File: config.mk
export PLATFORM = sky130hd
export DESIGN_NAME = fifo_ctrl_flags_flat
export DESIGN_NICKNAME = d
export VERILOG_FILES = /design/src/rtl/fifo_ctrl_flags_if.sv /design/src/rtl/fifo_ctrl_flags.sv /design/src/flat_wrapper.sv
export SDC_FILE = /design/constraint.sdc
export NUM_CORES = 1
export LEC_CHECK = 0
export ABC_CLOCK_PERIOD_IN_PS = 2900
export CAP_MARGIN = 20
export CORE_MARGIN = 2
export CORE_UTILIZATION = 30
export CTS_CLUSTER_DIAMETER = 120
export DETAILED_ROUTE_END_ITERATION = 8
export PLACE_DENSITY = 0.57
export SYNTH_ARGS = -nofsm -noshare
export SYNTH_HDL_FRONTEND = slang
export SYNTH_SLANG_ARGS = --single-unit
File: constraint.sdc
create_clock -name clk -period 2.9 [get_ports clk]
set_input_delay 0.435 -clock clk [delete_from_list [all_inputs] [get_ports clk]]
set_output_delay 0.435 -clock clk [all_outputs]
set_load 0.02 [all_outputs]
File: src/rtl/fifo_ctrl_flags_if.sv
// Handshake and status bundle between the FIFO controller and its
// producer/consumer logic. The controller side uses the slave modport.
interface fifo_ctrl_flags_if #(
  parameter int ADDR_W = 4
);
  logic              clr;
  logic              wr_en;
  logic              rd_en;
  logic              wr_accept;
  logic              rd_accept;
  logic [ADDR_W-1:0] wr_addr;
  logic [ADDR_W-1:0] rd_addr;
  logic [ADDR_W:0]   count;
  logic              empty;
  logic              full;
  logic              almost_empty;
  logic              almost_full;
  logic              overflow;
  logic              underflow;

  modport slave (
    input  clr, wr_en, rd_en,
    output wr_accept, rd_accept, wr_addr, rd_addr, count,
           empty, full, almost_empty, almost_full, overflow, underflow
  );

  modport master (
    output clr, wr_en, rd_en,
    input  wr_accept, rd_accept, wr_addr, rd_addr, count,
           empty, full, almost_empty, almost_full, overflow, underflow
  );
endinterface

File: src/rtl/fifo_ctrl_flags.sv
// FIFO pointer and status controller: qualifies write/read requests,
// owns the wrap-bit pointers that address the storage RAM, and keeps a
// registered occupancy count plus status and sticky error flags.
module fifo_ctrl_flags #(
  parameter int ADDR_W    = 4,
  parameter int AE_THRESH = 4,
  parameter int AF_THRESH = 12
) (
  input  logic              clk,
  input  logic              rst_n,
  fifo_ctrl_flags_if.slave  bus
);

  localparam logic [ADDR_W:0] DEPTH_V = {1'b1, {ADDR_W{1'b0}}};
  localparam logic [ADDR_W:0] AE_V    = AE_THRESH[ADDR_W:0];
  localparam logic [ADDR_W:0] AF_V    = AF_THRESH[ADDR_W:0];

  logic [ADDR_W:0] wr_ptr_q, wr_ptr_d;
  logic [ADDR_W:0] rd_ptr_q, rd_ptr_d;
  logic [ADDR_W:0] count_q,  count_d;
  logic            empty_q,  empty_d;
  logic            full_q,   full_d;
  logic            ae_q,     ae_d;
  logic            af_q,     af_d;
  logic            ovf_q,    ovf_d;
  logic            udf_q,    udf_d;
  logic            wr_accept;
  logic            rd_accept;

  // Request qualification from current flags; clr blocks both sides.
  always_comb begin
    rd_accept = bus.rd_en & ~empty_q & ~bus.clr;
    // A write into a full FIFO is legal only when a read frees a slot.
    wr_accept = bus.wr_en & (~full_q | rd_accept) & ~bus.clr;
  end

  // Next-state pointers, count and flags; flags follow the next count so
  // they are valid from the edge that performs the access.
  always_comb begin
    wr_ptr_d = wr_ptr_q + {{ADDR_W{1'b0}}, wr_accept};
    rd_ptr_d = rd_ptr_q + {{ADDR_W{1'b0}}, rd_accept};
    count_d  = count_q;
    case ({wr_accept, rd_accept})
      2'b10:   count_d = count_q + 1'b1;
      2'b01:   count_d = count_q - 1'b1;
      default: count_d = count_q;
    endcase
    empty_d = (wr_ptr_d == rd_ptr_d);
    full_d  = (wr_ptr_d[ADDR_W-1:0] == rd_ptr_d[ADDR_W-1:0]) &&
              (wr_ptr_d[ADDR_W] != rd_ptr_d[ADDR_W]);
    ae_d    = (count_d <= AE_V);
    af_d    = (count_d >= AF_V);
    ovf_d   = ovf_q | (bus.wr_en & ~wr_accept);
    udf_d   = udf_q | (bus.rd_en & ~rd_accept);
    if (bus.clr) begin
      wr_ptr_d = '0;
      rd_ptr_d = '0;
      count_d  = '0;
      empty_d  = 1'b1;
      full_d   = 1'b0;
      ae_d     = 1'b1;
      af_d     = 1'b0;
      ovf_d    = 1'b0;
      udf_d    = 1'b0;
    end
  end

  // State register with asynchronous active-low reset.
  always_ff @(posedge clk or negedge rst_n) begin
    if (!rst_n) begin
      wr_ptr_q <= '0;
      rd_ptr_q <= '0;
      count_q  <= '0;
      empty_q  <= 1'b1;
      full_q   <= 1'b0;
      ae_q     <= 1'b1;
      af_q     <= 1'b0;
      ovf_q    <= 1'b0;
      udf_q    <= 1'b0;
    end else begin
      wr_ptr_q <= wr_ptr_d;
      rd_ptr_q <= rd_ptr_d;
      count_q  <= count_d;
      empty_q  <= empty_d;
      full_q   <= full_d;
      ae_q     <= ae_d;
      af_q     <= af_d;
      ovf_q    <= ovf_d;
      udf_q    <= udf_d;
    end
  end

  assign bus.wr_accept    = wr_accept;
  assign bus.rd_accept    = rd_accept;
  assign bus.wr_addr      = wr_ptr_q[ADDR_W-1:0];
  assign bus.rd_addr      = rd_ptr_q[ADDR_W-1:0];
  assign bus.count        = count_q;
  assign bus.empty        = empty_q;
  assign bus.full         = full_q;
  assign bus.almost_empty = ae_q;
  assign bus.almost_full  = af_q;
  assign bus.overflow     = ovf_q;
  assign bus.underflow    = udf_q;

  // Compile-time guard on the legal parameter range.
  if (ADDR_W < 2 || AE_THRESH <= 0 || AE_THRESH >= AF_THRESH ||
      AF_THRESH >= (1 << ADDR_W)) begin : g_bad_params
    $error("fifo_ctrl_flags: illegal ADDR_W/AE_THRESH/AF_THRESH combination");
  end

endmodule

File: src/flat_wrapper.sv
// flat-port wrapper written by rule: the top's interface ports become plain ports
module fifo_ctrl_flags_flat 
#(
  parameter int ADDR_W    = 4,
  parameter int AE_THRESH = 4,
  parameter int AF_THRESH = 12
)
  (clk, rst_n, bus_clr, bus_wr_en, bus_rd_en, bus_wr_accept, bus_rd_accept, bus_wr_addr, bus_rd_addr, bus_count, bus_empty, bus_full, bus_almost_empty, bus_almost_full, bus_overflow, bus_underflow);
  fifo_ctrl_flags_if #(.ADDR_W(ADDR_W)) bus_i ();
  input  logic clk;
  input  logic rst_n;
  input wire logic [$bits(bus_i.clr)-1:0] bus_clr;
  input wire logic [$bits(bus_i.wr_en)-1:0] bus_wr_en;
  input wire logic [$bits(bus_i.rd_en)-1:0] bus_rd_en;
  output wire logic [$bits(bus_i.wr_accept)-1:0] bus_wr_accept;
  output wire logic [$bits(bus_i.rd_accept)-1:0] bus_rd_accept;
  output wire logic [$bits(bus_i.wr_addr)-1:0] bus_wr_addr;
  output wire logic [$bits(bus_i.rd_addr)-1:0] bus_rd_addr;
  output wire logic [$bits(bus_i.count)-1:0] bus_count;
  output wire logic [$bits(bus_i.empty)-1:0] bus_empty;
  output wire logic [$bits(bus_i.full)-1:0] bus_full;
  output wire logic [$bits(bus_i.almost_empty)-1:0] bus_almost_empty;
  output wire logic [$bits(bus_i.almost_full)-1:0] bus_almost_full;
  output wire logic [$bits(bus_i.overflow)-1:0] bus_overflow;
  output wire logic [$bits(bus_i.underflow)-1:0] bus_underflow;
  assign bus_i.clr = bus_clr;
  assign bus_i.wr_en = bus_wr_en;
  assign bus_i.rd_en = bus_rd_en;
  assign bus_wr_accept = bus_i.wr_accept;
  assign bus_rd_accept = bus_i.rd_accept;
  assign bus_wr_addr = bus_i.wr_addr;
  assign bus_rd_addr = bus_i.rd_addr;
  assign bus_count = bus_i.count;
  assign bus_empty = bus_i.empty;
  assign bus_full = bus_i.full;
  assign bus_almost_empty = bus_i.almost_empty;
  assign bus_almost_full = bus_i.almost_full;
  assign bus_overflow = bus_i.overflow;
  assign bus_underflow = bus_i.underflow;
  fifo_ctrl_flags #(.ADDR_W(ADDR_W), .AE_THRESH(AE_THRESH), .AF_THRESH(AF_THRESH)) u_core (.clk(clk), .rst_n(rst_n), .bus(bus_i));
endmodule
# Yosys cells after proc, flatten, opt, wreduce, memory -nomap -nowiden
# Index checks and enable logic that the tools add are counted.
# word_totals
regBits	21
# op_classes
n_addsub	4
order_cmp	2
n_eq_ne	5
muxes	10
n_bitwise	14
n_reduce_logical	1
# op_table
op	n
5-bit 2-to-1 mux	3
5-bit by 1-bit adder with 5-bit output	2
5-bit case mux with 2 select lines	1
1-bit bitwise AND	6
1-bit 2-to-1 mux	6
5-bit by 1-bit adder with 5-bit output (second input constant)	1
5-bit == test	1
5-bit by 4-bit greater-or-equal comparator with 1-bit output (second input constant)	1
5-bit by 3-bit less-or-equal comparator with 1-bit output (second input constant)	1
1-bit inverter	5
5-bit by 1-bit subtractor with 5-bit output (second input constant)	1
4-bit == test	1
1-bit OR	3
2-bit by 1-bit == test with 1-bit output (second input constant)	1
2-bit == test (second input constant)	1
1-bit logical AND	1
1-bit != test	1

# Longest topological paths before layout
# Gate-level depths: netlist (run 1).
# logic_depth
depth_word	10
depth_mapped	11
ltp_nobuf	11

# Least setup slack after synthesis (run 1)
# OpenSTA, ideal clock, no wires.
# synth_timing
path_type	input port to flip-flop
start	input port bus_clr
end	register u_core.ae_q (netlist: u_core.bus.almost_empty)
setup_time_ps	63
arrival_time_ps	2882
setup_slack_ps	-45
stages	11
path_buffers	2
cell_sequence	clkbuf_1 > buf_1 > nor2_1 > ha_1 > xor2_1 > ha_1 > nand2_1 > mux2_2 > a21oi_1 > mux2i_1 > o221a_1
# synth_via
elab_chain_cells	9
# synth_rtl
element	line_no	source
start, declared	flat_wrapper.sv:12	input wire logic [$bits(bus_i.clr)-1:0] bus_clr;
1-bit inverter *	fifo_ctrl_flags.sv:32	rd_accept = bus.rd_en & ~empty_q & ~bus.clr;
1-bit bitwise AND *	fifo_ctrl_flags.sv:32	
net bus_rd_accept	flat_wrapper.sv:16	output wire logic [$bits(bus_i.rd_accept)-1:0] bus_rd_accept;
1-bit OR	fifo_ctrl_flags.sv:34	wr_accept = bus.wr_en & (~full_q | rd_accept) & ~bus.clr;
1-bit bitwise AND (2 in a row)	fifo_ctrl_flags.sv:34	
2-bit by 1-bit == test with 1-bit output / 2-bit == test (equally long branches)	fifo_ctrl_flags.sv:43	case ({wr_accept, rd_accept})
5-bit case mux with 2 select lines *	fifo_ctrl_flags.sv:43	
5-bit by 3-bit less-or-equal comparator with 1-bit output *	fifo_ctrl_flags.sv:51	ae_d = (count_d <= AE_V);
1-bit 2-to-1 mux *	fifo_ctrl_flags.sv:55	if (bus.clr) begin
net u_core.ae_d	fifo_ctrl_flags.sv:23	logic ae_q, ae_d;
end signal, assigned	fifo_ctrl_flags.sv:76	ae_q <= 1'b1;
end signal, assigned	fifo_ctrl_flags.sv:86	ae_q <= ae_d;
end, declared	fifo_ctrl_flags.sv:23	
# Mark *: on every way through the listed nets, which the timed path passes. The rest lies on a longest branch.

# Final worst setup path (run 1)
# layout_timing
start	input port bus_rd_en
end	register u_core.ae_q (netlist: u_core.bus.almost_empty)
# layout_via
elab_chain_cells	9
# layout_rtl
element	line_no	source
start, declared	flat_wrapper.sv:14	input wire logic [$bits(bus_i.rd_en)-1:0] bus_rd_en;
1-bit bitwise AND * (2 in a row)	fifo_ctrl_flags.sv:32	
1-bit OR	fifo_ctrl_flags.sv:34	
1-bit bitwise AND (2 in a row)	fifo_ctrl_flags.sv:34	
2-bit by 1-bit == test with 1-bit output / 2-bit == test (equally long branches)	fifo_ctrl_flags.sv:43	
5-bit case mux with 2 select lines *	fifo_ctrl_flags.sv:43	
5-bit by 3-bit less-or-equal comparator with 1-bit output *	fifo_ctrl_flags.sv:51	
1-bit 2-to-1 mux *	fifo_ctrl_flags.sv:55	
net u_core.ae_d	fifo_ctrl_flags.sv:23	
# Marked as above.

==> impl_metrics.tcl, run 1 <==
set metrics [dict create \
    synthMuxAreaShare_pct 4.32 \
    ys_seq_area_share_pct 44.4 \
    slew_violations 0 \
    ir_drop_uv 159 \
    gp_congestion 0.755 \
    n_antenna_cell 0 \
    synth-xor-area-share_pct 11.1 \
    ys_seq_elements 21 \
    final_common_cell "clkdlybuf4s50_1" \
    yosys.area_share.simple_pct 16.8 \
    worst-endpoint-required_ns 3.10 \
    synthFlopType "dfrtp_1" \
    synth_fa_ha_area_share_pct 7.37 \
    grt_pass1_wl_microns 4130 \
    vias 848 \
    via_per_inst 4.51 \
    grt_max_degree 22 \
    critPathTopFamily "multiplexers" \
    slowest_stage "clkdlybuf4s50_1" \
    drive_above_1_share_pct 13.6 \
    cts_tree "yes" \
    postCtsSetupRepairBufs 0 \
    hp-start "u_core.bus.underflow$_DFF_PN0_" \
    synth.distinct_cells 32 \
    wl_microns 2380 \
    max_freq_mhz 376 \
    crit_start "bus_rd_en" \
    port_buffers 25 \
    cts.path.max_buffers 2 \
    clock-root-buffer "clkbuf_8" \
    ys_async_sr_fraction_pct 100 \
    synth_top_family_by_area "simple AND/OR/NAND/NOR gates" \
    cts_resized 0 \
    insertion_delay_ns 0.26 \
    cts_max_level 1 \
    grt_pass1_vias 890 \
    fin_ws_ns 0.237 \
    reg2reg_slack_ns 0.35 \
    cp.arrival_ns 2.86 \
    start_util_pct 31.8 \
    post-route-period-util_pct 91.8 \
    run_status "finished, final reports clean" \
    cap_violations 0 \
    syn_inst 117 \
    crit_fanout 3 \
    core_area_sq_um 3740 \
    areaGrowthSynthToFinish_pct 26.6 \
    slew_headroom_pct 38.0 \
    post-place-ws_ns -0.0245 \
    die-area_sq_um 4480 \
    ys_warn_count 0 \
    postCtsHoldBufs 0 \
    r2r-start "u_core.bus.empty$_DFF_PN1_" \
    die_y_microns 66.9 \
    critPathBufInv 1 \
    slowest_delay_ns 0.49 \
    clkTransAtPathRegs_ns 0.08 \
    numCtsBuffers 3 \
    crit_type "input port to register" \
    crit_path_end_kind "register" \
    hold_class "register to register" \
    synth-compound-area-share_pct 7.16 \
    synth_edf_count 0 \
    hold_viol 0 \
    postRouteAntennaNets 0 \
    setup_violations 0 \
    finClkSkew_ns 0.00558 \
    rsz0062_at_grt "false" \
    fin_hold_ws_ns 0.507 \
    nFillCells 393 \
    synth_nets 129 \
    rows 22 \
    fin_crit_ns 2.66 \
    antenna_found_initial 0 \
    cts_sinks 21 \
    syn_area_per_cell_sq_um 10.2 \
    grt_util_all_layers_pct 12.4 \
    power.density_nw_per_um2 430 \
    start_kind "input port" \
    wl_per_cell_microns 12.7 \
    syn_area_sq_um 1190 \
    p_leak_nw 0.690 \
    post-dp-hpwl_microns 1810 \
    ioPinCount 26 \
    layout.nets 153 \
    drt-initial-drc-count 15 \
    register_area_sq_um 528 \
    first_pass_iters 4 \
    tightest_slew_ns 0.927 \
    grt-ovfl-total 0 \
    drc 0 \
    multiInputGateArea_sq_um 558 \
    die_w_microns 66.9 \
    crit_chain "clkdlybuf4s50_1 > nand2b_1 > nand2_1 > nand3_1 > ha_1 > xor2_1 > ha_1 > nand2_1 > mux2_2 > a21oi_1 > mux2i_1 > o221a_1" \
    final_cell_mix "clkdlybuf4s50_1, dfrtp_1, nor2_1" \
]
[cells in the mapped netlist (all sizes together), types with 4 or more instances]
library cell  number  share of area, %
nand2              5               1.8
nand3              6               2.9
buf               11               7.3
xor2               6               4.4
inv                4               1.3
dfrtp             19                40
ha                 7               7.4
mux2i              4               3.4
a21oi              4               2.0
nor2b              6               3.2
xnor2              9               6.6
nor2              17               5.4
[sequential cells by signal, summed over array words and instances (netlist names)]
signal                   count
u_core.bus.count             5
u_core.rd_ptr_q              5
u_core.wr_ptr_q              5
u_core.bus.almost_empty      1
u_core.bus.almost_full       1
u_core.bus.empty             1
u_core.bus.full              1
u_core.bus.overflow          1
u_core.bus.underflow         1
[per-stage QoR]
stage               cell area, sq um  total power [mW]  util [%]  setup TNS, ns  cells
detailed placement              1460             0.458      38.9        -0.0407    184
CTS                             1510             0.657      40.2              0    188
floorplan                       1190             0.407         -              0    117
global placement                1460             0.457      38.9              0    184
finish                          1510             0.647      40.2              0    188
global route                    1510             0.692      40.2              0    188
[cell families (layout without fill, tap and decap cells)]
logic type	Yosys count	in the layout
multiplexers	5	5
XOR/XNOR	15	15
flip-flops	21	21
adder cells (fa/ha/maj)	7	7
AO/OA/AOI/OAI	12	12
AND/OR/NAND/NOR	41	41
buffers and inverters	16	39
[per-layer routing]
layer	vias to the layer above	GRT usage, %	wire (microns)	share of wire (%)
li1	425	-	-	-
met3	2	2.20	105	4.4
met5	-	0	0	0
met4	0	4.59	22	0.92
met2	15	20.6	1130	47
met1	406	15.9	1120	47
[path summary, 6_finish.rpt]
kind	end	cells past startpoint
hold / removal	u_core.bus.underflow$_DFF_PN0_	2
setup reg to reg	u_core.bus.almost_empty$_DFF_PN1_	11
min in group asynchronous	u_core.wr_ptr_q[0]$_DFF_PN0_	1
setup / recovery	u_core.bus.almost_empty$_DFF_PN1_	12
hold reg to reg	u_core.bus.underflow$_DFF_PN0_	2
max in group asynchronous	u_core.bus.almost_full$_DFF_PN0_	1
[final cells by class]
class | count | area share (%)
Clock buffer | 3 | 2.74
Clock inverter | 1 | 0.499
Inverter | 4 | 0.998
Multi-Input combinational cell | 80 | 37.1
Sequential cell | 21 | 35.1
Tap cell | 48 | 3.99
Timing Repair Buffer | 31 | 19.6
[power by group]
group	internal (mW)	leakage, nW	switching [mW]
logic	0.0644	0.385	0.0688
clock network	0.0969	0.0217	0.0985
registers	0.306	0.283	0.0125
[worst min-delay path: stages (launching register included)]
cell and delay [ns]:
dfrtp_1 0.35, a21oi_1 0.04, nor2_1 0.08
Power figures use the tool's default switching activity.
==> inputs of run 2 (changes only) <==
--- a/config.mk
+++ b/config.mk
@@ -5,13 +5,12 @@
 export SDC_FILE = /design/constraint.sdc
 export NUM_CORES = 1
 export LEC_CHECK = 0
-export ABC_CLOCK_PERIOD_IN_PS = 2900
 export CAP_MARGIN = 20
 export CORE_MARGIN = 2
-export CORE_UTILIZATION = 30
+export CORE_UTILIZATION = 45
 export CTS_CLUSTER_DIAMETER = 120
 export DETAILED_ROUTE_END_ITERATION = 8
-export PLACE_DENSITY = 0.57
+export PLACE_DENSITY = 0.77
 export SYNTH_ARGS = -nofsm -noshare
 export SYNTH_HDL_FRONTEND = slang
 export SYNTH_SLANG_ARGS = --single-unit
==> run 2 against run 1 <==
Combinational power is essentially flat; critical path type unchanged; critical path depth is the same; utilization grew 18 points; global-route usage grew 3.5 points; flip-flop and latch count did not move; power is 8.2% lower; sequential power about the same; non-clock buffer count unchanged; register-to-register slack got worse by 0.02 ns; largest power group unchanged; via count increased by 2.6%; fmax rose by 1.3%; die area decreased by 32%.
==> impl_metrics.tcl, run 2 (synthesis gave the netlist of run 1 again) <==
set metrics [dict create \
    start_kind "input port" \
    crit_type "input port to register" \
    dp.cells 166 \
    cts_resized 0 \
    cp.arrival_ns 2.88 \
    gp_congestion 0.801 \
    hold_viol 0 \
    wl_per_cell_microns 13.6 \
    layout.nets 153 \
    ir_drop_uv 366 \
    finClkSkew_ns 0.000806 \
    cts_max_level 1 \
    rows 18 \
    slowest_delay_ns 0.48 \
    cap_violations 0 \
    insertion_delay_ns 0.30 \
    drive_above_1_share_pct 13.6 \
    grt_max_degree 22 \
    postRouteAntennaNets 0 \
    max_freq_mhz 381 \
    hold_class "register to register" \
    cts.path.max_buffers 2 \
    port_buffers 25 \
    grt_pass1_wl_microns 3890 \
    slew_violations 0 \
    final_common_cell "clkdlybuf4s50_1" \
    crit_chain "clkdlybuf4s50_1 > nand2b_1 > nand2_1 > nand3_1 > ha_1 > xor2_1 > ha_1 > nand2_1 > mux2_2 > a21oi_1 > mux2i_1 > o221a_1" \
    slowest_stage "clkdlybuf4s50_1" \
    final_area_sq_um 1460 \
    numCtsBuffers 3 \
    worst-endpoint-required_ns 3.15 \
    final_util_pct 58.5 \
    crit_path_end_kind "register" \
    power.density_nw_per_um2 407 \
    die_w_microns 55.4 \
    die-area_sq_um 3070 \
    core_area_sq_um 2500 \
    areaGrowthSynthToFinish_pct 22.9 \
    wl_microns 2310 \
    clkTransAtPathRegs_ns 0.12 \
    antenna_found_initial 0 \
    cts_sinks 21 \
    slew_headroom_pct 38.6 \
    start_util_pct 47.5 \
    tightest_slew_ns 0.919 \
    postCtsSetupRepairBufs 0 \
    fin_crit_ns 2.63 \
    run_status "finished, final reports clean" \
    vias 870 \
    die_y_microns 55.4 \
    clock-root-buffer "clkbuf_4" \
    post-route-period-util_pct 90.6 \
    drc 0 \
    via_per_inst 5.12 \
    drt-initial-drc-count 14 \
    setup_violations 0 \
    fin_cells 170 \
    crit_fanout 3 \
    fin_hold_ws_ns 0.512 \
    p_leak_nw 0.686 \
    dpl_cell_area_sq_um 1430 \
    ioPinCount 26 \
    n_antenna_cell 0 \
    rsz0062_at_grt "false" \
    grt-ovfl-total 0 \
    post-dp-hpwl_microns 1840 \
    first_pass_iters 4 \
    postCtsHoldBufs 0 \
    final_cell_mix "clkdlybuf4s50_1, dfrtp_1, nor2_1" \
    power_mw 0.594 \
    cts_tree "yes" \
    grt_util_all_layers_pct 15.9 \
    grt_pass1_vias 873 \
]
-- run 2: changes by cell type in the layout (fill, tap and decap cells not counted), sizes merged --
cell,before,now
clkinv,0,1
clkinvlp,1,0
-- run 2: worst paths after layout --
check | slack [ns] | from | end | depth (start not counted)
min in group asynchronous | 0.63 | rst_n | u_core.bus.count[3]$_DFF_PN0_ | 1
max | 0.27 | bus_rd_en | u_core.bus.almost_empty$_DFF_PN1_ | 12
min reg2reg | 0.51 | u_core.bus.underflow$_DFF_PN0_ | u_core.bus.underflow$_DFF_PN0_ | 2
min | 0.51 | u_core.bus.underflow$_DFF_PN0_ | u_core.bus.underflow$_DFF_PN0_ | 2
max in group asynchronous | 1.71 | rst_n | u_core.bus.underflow$_DFF_PN0_ | 1
max reg2reg | 0.33 | u_core.bus.empty$_DFF_PN1_ | u_core.bus.almost_empty$_DFF_PN1_ | 11
-- run 2: area by class of cell --
class	count	area [sq um]
Clock inverter	1	5.00
Inverter	4	15.0
Multi-Input combinational cell	80	558
Clock buffer	3	22.5
Sequential cell	21	528
Fill cell	230	1040
Tap cell	30	37.5
Timing Repair Buffer	31	295
-- run 2: critical path, delay by kind of cell --
kind	cells	cell delay, ns
simple gates	4	0.37
mux	2	0.55
fa+ha+maj	2	0.46
buf+inv	1	0.48
xor+xnor	1	0.16
compound gates	2	0.42
-- run 2: routing by layer --
metal / track usage, % / vias up / share of wire (%)
met2: 31.0 / 19 / 55
met4: 2.09 / 0 / 0
met1: 17.0 / 428 / 40
met3: 4.68 / 0 / 4.5
met5: 0 / - / 0
li1: - / 423 / -
-- run 2: power by group --
| group | internal [mW] | switching, mW |
|---|---|---|
| clock network | 0.0514 | 0.0915 |
| registers | 0.306 | 0.0121 |
| logic | 0.0645 | 0.0685 |
| total | 0.422 | 0.172 |
-- run 2: stage by stage --
stage	setup WS, ns	setup TNS (ns)
final	0.272	0
after global routing	0.0838	0
after CTS	0.290	0
after detailed placement	-0.0204	-0.0204
after global placement	0.130	0
after floorplan	0.0997	0
